<file path="config.mk">
export PLATFORM = sky130hd
export DESIGN_NAME = mac_rx_mii
export DESIGN_NICKNAME = d
export VERILOG_FILES = /design/src/rtl/mac_rx_mii.sv
export SDC_FILE = /design/constraint.sdc
export NUM_CORES = 1
export LEC_CHECK = 0
export CORE_ASPECT_RATIO = 0.8
export CORE_MARGIN = 2
export CORE_UTILIZATION = 40
export DETAILED_ROUTE_END_ITERATION = 12
export PLACE_DENSITY_LB_ADDON = 0.05
export SLEW_MARGIN = 20
export SYNTH_ARGS = -nofsm -noshare
export SYNTH_HDL_FRONTEND = slang
export SYNTH_SLANG_ARGS = --single-unit
</file>
<file path="constraint.sdc">
create_clock -name clk -period 1.63 [get_ports clk]
set_input_delay 0.326 -clock clk [delete_from_list [all_inputs] [get_ports clk]]
set_output_delay 0.326 -clock clk [all_outputs]
set_load 0.02 [all_outputs]
</file>
<file path="src/rtl/mac_rx_mii.sv">
// MII receive framer: strips preamble/SFD, assembles bytes from nibbles, checks FCS
// and framing, and streams each frame out with index, last, error and CRC flags.
module mac_rx_mii #(
    parameter int unsigned MAX_BYTES = 1522,
    parameter int unsigned MIN_BYTES = 64
) (
    input  logic        clk,
    input  logic        reset,
    input  logic        mii_rx_dv,
    input  logic        mii_rx_er,
    input  logic [3:0]  mii_rxd,
    output logic        rx_vld,
    output logic        rx_last,
    output logic        rx_err,
    output logic        rx_crc_ok,
    output logic        rx_busy,
    output logic [10:0] rx_addr,
    output logic [7:0]  rx_data
);

    localparam logic [31:0] CRC_POLY    = 32'hEDB8_8320;
    localparam logic [31:0] CRC_RESIDUE = 32'hDEBB_20E3;
    localparam logic [10:0] MAX_B       = 11'(MAX_BYTES);
    localparam logic [10:0] MIN_B       = 11'(MIN_BYTES);

    typedef enum logic [1:0] {IDLE, PRE, DATA, DROP} state_t;

    state_t      state, state_next;
    logic        sfd_hit, data_nib, frame_end;
    logic        phase_hi;
    logic [3:0]  lo_nib;
    logic [7:0]  pend_data;
    logic        pend_vld;
    logic [10:0] count;
    logic        er_flag, over_flag;
    logic [31:0] crc;

    // Reflected CRC-32 over one byte, LSB first.
    function automatic logic [31:0] crc32_byte(input logic [31:0] c_in, input logic [7:0] d);
        logic [31:0] c;
        c = c_in;
        for (int i = 0; i < 8; i++) begin
            c = (c[0] ^ d[i]) ? ((c >> 1) ^ CRC_POLY) : (c >> 1);
        end
        return c;
    endfunction

    always_ff @(posedge clk) begin
        if (reset) state <= DROP;
        else       state <= state_next;
    end

    always_comb begin
        // NOTE: every output of this block gets a default first, so no path can infer a latch.
        state_next = state;
        sfd_hit    = 1'b0;
        data_nib   = 1'b0;
        frame_end  = 1'b0;
        unique case (state)
            DROP: if (!mii_rx_dv) state_next = IDLE;
            IDLE: if (mii_rx_dv) state_next = (mii_rxd == 4'h5) ? PRE : DROP;
            PRE: begin
                if (!mii_rx_dv)            state_next = IDLE;
                else if (mii_rxd == 4'h5)  state_next = PRE;
                else if (mii_rxd == 4'hD) begin
                    state_next = DATA;
                    sfd_hit    = 1'b1;
                end
                else                       state_next = DROP;
            end
            DATA: begin
                if (mii_rx_dv) data_nib = 1'b1;
                else begin
                    state_next = IDLE;
                    frame_end  = 1'b1;
                end
            end
            default: state_next = DROP;
        endcase
    end

    always_ff @(posedge clk) begin
        // NOTE: sequential state uses non-blocking assignments so all registers update together.
        if (reset) begin
            phase_hi  <= 1'b0;
            lo_nib    <= '0;
            pend_data <= '0;
            pend_vld  <= 1'b0;
            count     <= '0;
            er_flag   <= 1'b0;
            over_flag <= 1'b0;
            crc       <= '1;
            rx_vld    <= 1'b0;
            rx_last   <= 1'b0;
            rx_err    <= 1'b0;
            rx_crc_ok <= 1'b0;
            rx_busy   <= 1'b0;
            rx_addr   <= '0;
            rx_data   <= '0;
        end else begin
            rx_vld    <= 1'b0;
            rx_last   <= 1'b0;
            rx_err    <= 1'b0;
            rx_crc_ok <= 1'b0;
            // Busy trails the pending flag by a cycle, so it leads the first byte and
            // drops the cycle after the last one.
            rx_busy   <= pend_vld;

            if (sfd_hit) begin
                phase_hi  <= 1'b0;
                count     <= '0;
                er_flag   <= 1'b0;
                over_flag <= 1'b0;
                crc       <= '1;
                pend_vld  <= 1'b0;
            end

            if (state == DATA && mii_rx_er) er_flag <= 1'b1;

            if (data_nib) begin
                phase_hi <= ~phase_hi;
                if (!phase_hi) begin
                    lo_nib <= mii_rxd;
                end else begin
                    crc <= crc32_byte(crc, {mii_rxd, lo_nib});
                    if (count < MAX_B) begin
                        // A byte is held back one slot so the final one can carry rx_last.
                        if (pend_vld) begin
                            rx_vld  <= 1'b1;
                            rx_data <= pend_data;
                            rx_addr <= count - 11'd1;
                        end
                        pend_data <= {mii_rxd, lo_nib};
                        pend_vld  <= 1'b1;
                        count     <= count + 11'd1;
                    end else begin
                        over_flag <= 1'b1;
                    end
                end
            end

            if (frame_end) begin
                pend_vld <= 1'b0;
                if (pend_vld) begin
                    rx_vld    <= 1'b1;
                    rx_last   <= 1'b1;
                    rx_data   <= pend_data;
                    rx_addr   <= count - 11'd1;
                    rx_err    <= er_flag | mii_rx_er | phase_hi | (count < MIN_B) | over_flag;
                    rx_crc_ok <= (crc == CRC_RESIDUE);
                end
            end
        end
    end

endmodule

</file>
## Word-level counts from Yosys, hierarchy flattened

Index checks and enable logic that the tools add are counted.

- Register bits: 85
- Output and inout bits: 24
- Word-level logic and storage cells: 121

- Add/sub/neg operators: 2
- $lt $le $gt $ge: 2
- Eq/ne operators: 8
- Mux-type cells: 59
- Bitwise logic cells: 23
- Reduce and logical (&&, ||, !) cells: 11

Operators with widths:

| kind | count |
|---|---|
| 32-bit 2-to-1 mux | 11 |
| 13-bit NOT with 14-bit output | 8 |
| 11-bit 2-to-1 mux | 10 |
| 8-bit 2-to-1 mux | 6 |
| 32-bit equality test (second input constant) | 1 |
| 1-bit 2-to-1 mux | 26 |
| 11-bit by 1-bit adder with 11-bit output (second input constant) | 1 |
| 11-bit less-than comparator (second input constant) | 1 |
| 11-bit by 7-bit less-than comparator with 1-bit output (second input constant) | 1 |
| 11-bit by 1-bit subtractor with 11-bit output (second input constant) | 1 |
| 2-bit 2-to-1 mux | 5 |
| 1-bit bitwise XOR | 8 |
| 2-bit case mux with 3 select lines | 1 |
| 2-bit OR reduction | 3 |
| 2-bit equality test (second input constant) | 2 |
| 4-bit by 3-bit equality test with 1-bit output (second input constant) | 1 |
| 4-bit equality test (second input constant) | 1 |
| 2-bit != test (second input constant) | 2 |
| 1-bit bitwise OR | 4 |
| 2-bit AND reduction | 2 |
| 2-bit nonzero test | 2 |
| 1-bit NOT | 3 |
| 3-bit AND reduction | 1 |
| 3-bit OR reduction | 1 |
| other kinds (3) | 3 |

## Logic depth before layout (Yosys ltp)

Gate-level depths: netlist of the first run.

- Word-level depth: 18
- Mapped depth: 8

## Least setup slack after synthesis of the first run

No wires, ideal clock.

- Kind: register to register
- Start point: reg count[3]
- End point: reg rx_addr[0]
- Library setup time: 128 ps
- Arrival: 1653 ps
- Required time: 1502 ps
- Path slack: -151 ps
- Stages on the path, launching flop included: 9
- Buffers on the path: 3
- Clock period less this slack: 1781 ps
- Cell sequence: dfxtp_1 buf_2 o31ai_1 o21ai_0 a31oi_1 buf_2 buf_2 mux2i_1 nor2_1

- Cells in the longest elaborated chain, start to end: 6

RTL lines:

| what | RTL line | RTL |
|---|---|---|
| start: declaration | 34 | `logic [10:0] count;` |
| start signal: assignment | 135 | `count <= count + 11'd1;` |
| 11-bit less-than comparator (*) | 126 | `if (count < MAX_B) begin` |
| 11-bit 2-to-1 mux (*) | 126 |  |
| 11-bit 2-to-1 mux (*) | 122 | `if (!phase_hi) begin` |
| 11-bit 2-to-1 mux (*) | 120 | `if (data_nib) begin` |
| 11-bit 2-to-1 mux | 144 | `if (pend_vld) begin` |
| 11-bit 2-to-1 mux (*) | 142 | `if (frame_end) begin` |
| end signal: assignment | 131 | `rx_addr <= count - 11'd1;` |
| end signal: assignment | 148 | `rx_addr <= count - 11'd1;` |
| end: declaration | 17 | `output logic [10:0] rx_addr,` |

Mark *: on every way between the ends. The rest lies on a longest branch, timed or not.
A chain may end at the register's enable or synchronous reset.

## Worst setup path after layout of the first run

- Start point: reg count[1]
- End point: reg count[4]

- Cells in the longest elaborated chain, start to end: 4
- Elaborated cells on any way between the ends: 5

RTL lines:

| what | RTL line |
|---|---|
| 11-bit by 1-bit adder with 11-bit output / 11-bit less-than comparator (equally long branches) | 135, 126 |
| 11-bit 2-to-1 mux (*) | 126 |
| 11-bit 2-to-1 mux (*) | 122 |
| 11-bit 2-to-1 mux (*) | 120 |

Marked as above.

==> results by group, run 1 <==
Cells and area
  – Area Overhead vs Synth: 45.6%
  – Number of antenna diodes: 0
  – Post-route cell area: 6340 um^2
  – Layout cell share with drive strength beyond 1: 33.1%
  – Most frequent cells in the layout: buf_4, dfxtp_1, nand2_1, nor2_1, xnor2_1
  – Commonest non-fill, non-tap cell in the layout: buf_4
  – Final #Nets: 605
  – Core Util, Final: 59.1%

Route
  – Drt first-iter violations: 181
  – Vias/cell: 4.98
  – Post-route antenna net violation count: 0
  – DRC: 0
  – Wire per inst: 16.3 um
  – Vias: 3699
  – Total iterations of the first detailed-routing run: 5
  – Final WL: 12100 um

Timing
  – RSZ-0062 raised after global routing: yes
  – Worst-margin pin slew: 0.444 ns
  – Worst hold margin: 0.377 ns
  – PnR worst setup slack: 0.0000984 ns
  – Final clock skew: 0.00535 ns
  – Max-slew violations: 0
  – Peak Freq: 614 MHz
  – Final Setup Violations: 0
  – Final Hold Fails: 0
  – Period Utilization, post-route: 100%
  – Slew Limit Headroom: 70.1%
  – Fin crit period: 1.63 ns

Clock tree
  – Worst skew pair latency: 0.34 ns
  – Num CTS Buffers: 9
  – Total clock sinks: 85
  – Maximum root-to-sink buffer count: 2
  – Worst-path clk slew: 0.06 ns
  – Hold_buf cts: 0
  – CTS tree: built
  – Root buf cell: clkbuf_16
  – H-tree levels: 3

Worst setup path
  – CP Max Fanout: 6
  – Critical path class: flip-flop to flip-flop
  – Crit-path cells: o31ai_4 -> o21bai_1 -> a21o_1 -> or4_1 -> o311ai_1
  – Setup crit end kind: flip-flop
  – CP delay by family, top: compound AO/OA/AOI/OAI gates
  – Required @ worst endpoint: 1.87 ns
  – Worst Path Buf+Inv: 0
  – Slowest CP cell: or4_1
  – Critical Path AT: 1.87 ns
  – Startpoint Class: flip-flop
  – Critical path's largest stage delay: 0.49 ns

Floorplan
  – Ports: 32
  – Die Height: 97.3 um
  – Chip Width: 121 um
  – # rows: 34
  – Die Area: 11700 um^2
  – Core area: 10700 um^2
  – Starting Density: 40.6%

GRT
  – Antenna violations before repair: 0
  – Congestion Overflow GR: 0
  – Vias in the first global route: 3552
  – GRT Total Usage: 20.9%
  – Largest net degree at the start of global routing: 32
  – Global-route wire length before repair: 19100 um

Placement
  – Input/output buffers: 31
  – Gpl congestion: 0.896
  – Placed Instance Area: 5500 um^2
  – Dpl ws: -0.725 ns
  – Hpwl dp: 8700 um

Synthesis
  – Dominant cell type by area after synthesis: dfxtp_1
  – Share of the synthesized area in the top cell type: 39.1%
  – Top FF cell, synth: dfxtp_1
  – Synth warn: 0
  – Mapped Cells: 471
  – Avg Inst Size Synth: 9.24 um^2
  – Top cells by area, synth: dfxtp_1, xnor2_1, nand2_1
  – #FFs+latches synth: 85
  – Syn Nets: 481
  – XOR/XNOR Fraction of Synth Area: 20.9%
  – Synthesized area: 4350 um^2
  – Mux contribution to synthesized area: 3.22%
  – Compound-Gate Fraction of Synth Area: 12.9%
  – Asr flop ratio synth: 0%
  – Simple-gate share of the synthesized area: 19.1%
  – Synth cell types: 55
  – Adder-cell share of the synthesized area: 0.575%
  – Post-synth EDFFs: 0
  – Largest family of logic cells by synthesized area: XOR/XNOR gates
  – Sequential-to-total area share from yosys stat: 39.1%

Pwr
  – Net Sw Power: 1.24 mW
  – Worst ir drop on vdd: 0.559 mV
  – Sw Ratio: 24.9%
  – Seq pwr share: 42.4%
  – Static Leakage: 2.67 nW
  – Power density over the cells: 787 nW/um^2
  – Int Power: 3.75 mW
  – Combinational share of power: 16.1%
  – Clk pwr share: 41.5%

Job
  – Max Cap Viol: 0

Min path
  – Worst hold-check path type: primary input to flip-flop

Run status
  – Status: complete, no violations
## timing repair
item / CTS / global route
gates cloned: 0 / 2
pin swaps: 22 / 33
buffers inserted: 11 / 6
gates resized for setup: 26 / 77
endpoints found under the setup margin: 55 / 75
## flip-flops by register name, summed over array words and instances, names as in the netlist
| register | cells |
|---|---|
| state | 2 |
| er_flag | 1 |
| rx_last | 1 |
| rx_crc_ok | 1 |
| rx_busy | 1 |
| rx_data | 8 |
| rx_err | 1 |
| rx_addr | 11 |
| pend_vld | 1 |
| pend_data | 8 |
| phase_hi | 1 |
| lo_nib | 4 |
| crc | 32 |
| over_flag | 1 |
| count | 11 |
| rx_vld | 1 |
## power groups by stage
stage               logic (mW)  registers, mW  clock network (mW)
finish                   0.806           2.11                2.07
global route             0.861           2.12                2.20
detailed placement       0.665           2.16                   0
CTS                      0.714           2.11                2.11
floorplan                0.423           2.16                   0
global placement         0.665           2.16                   0
## cell type report
cell class | count | area [um^2]
multi-input cells | 351 | 2750
inverters | 7 | 40.0
fillers | 944 | 4380
clock inverters | 5 | 60.1
repair buffers | 141 | 1330
well taps | 144 | 180
flip-flops and latches | 85 | 1740
clock buffers | 10 | 239
## worst paths after layout
check                     from           end  slack (ns)  cells past startpoint
setup / recovery      count[1]      count[4]      0.0001                      5
hold reg to reg   pend_data[1]  pend_data[1]        0.45                      2
setup reg to reg      count[1]      count[4]      0.0001                      5
hold / removal           reset      count[5]        0.38                      2
## stage by stage
stage          total power [mW]  instances  setup TNS [ns]
3_3_place_gp               2.83        712          -29.52
2_1_floorplan              2.58        471               0
3_5_place_dp               2.83        712          -29.75
5_1_grt                    5.18        743           -1.32
4_1_cts                    4.94        737         -0.0707
6_report                   4.99        743               0
## cells by family (layout without fill, tap and decap cells)
kind of cell	count (synthesis)	in the layout
simple gates	169	169
compound gates	88	88
flops	85	85
xor+xnor	78	78
buf+inv	35	163
mux	14	14
fa+ha+maj	2	2
## layer usage
layer	part of all wire [%]	global-route usage (%)	vias to the layer above	wire (um)
met1	52	31.5	1740	6330
met5	0	0	-	0
met2	43	29.8	70	5200
met3	4.0	5.05	11	485
met4	1.0	5.10	0	123
li1	-	-	1878	-
## worst reg2reg max path, delay by kind of cell (launching register included)
kind	cells	cell delay (ns)
DFF	1	0.34
AOI/OAI and AO/OA	4	0.72
and+or+nand+nor	1	0.49
## Yosys cell counts (all sizes together) (2+ instances only)
master and n:
nor4bb 2, o211ai 2, o221ai 2, a21oi 31, o2111ai 2, nor3b 3, dfxtp 85, nor4 3
nand3 12, xnor2 57, nand4b 3, and4 2, inv 6, xor2 20, buf 7, a22oi 3
nand2b 6, nor2 49, o22ai 14, nand4 8, nor2b 7, a311oi 3, o21ai 13, or4 6
and3 3, nor4b 2, nand2 55, mux2i 14, a211oi 7, ha 2, nor3 6, clkbuf 21
o31ai 3
Note: power is estimated with default switching activity, not from simulation.
==> run 2: changes to the inputs <==
--- a/config.mk
+++ b/config.mk
@@ -10,7 +10,6 @@
 export CORE_UTILIZATION = 40
 export DETAILED_ROUTE_END_ITERATION = 12
 export PLACE_DENSITY_LB_ADDON = 0.05
-export SLEW_MARGIN = 20
 export SYNTH_ARGS = -nofsm -noshare
 export SYNTH_HDL_FRONTEND = slang
 export SYNTH_SLANG_ARGS = --single-unit
==> results of run 2 <==
No change in the layout: final DEF, timing and power equal those of run 1.
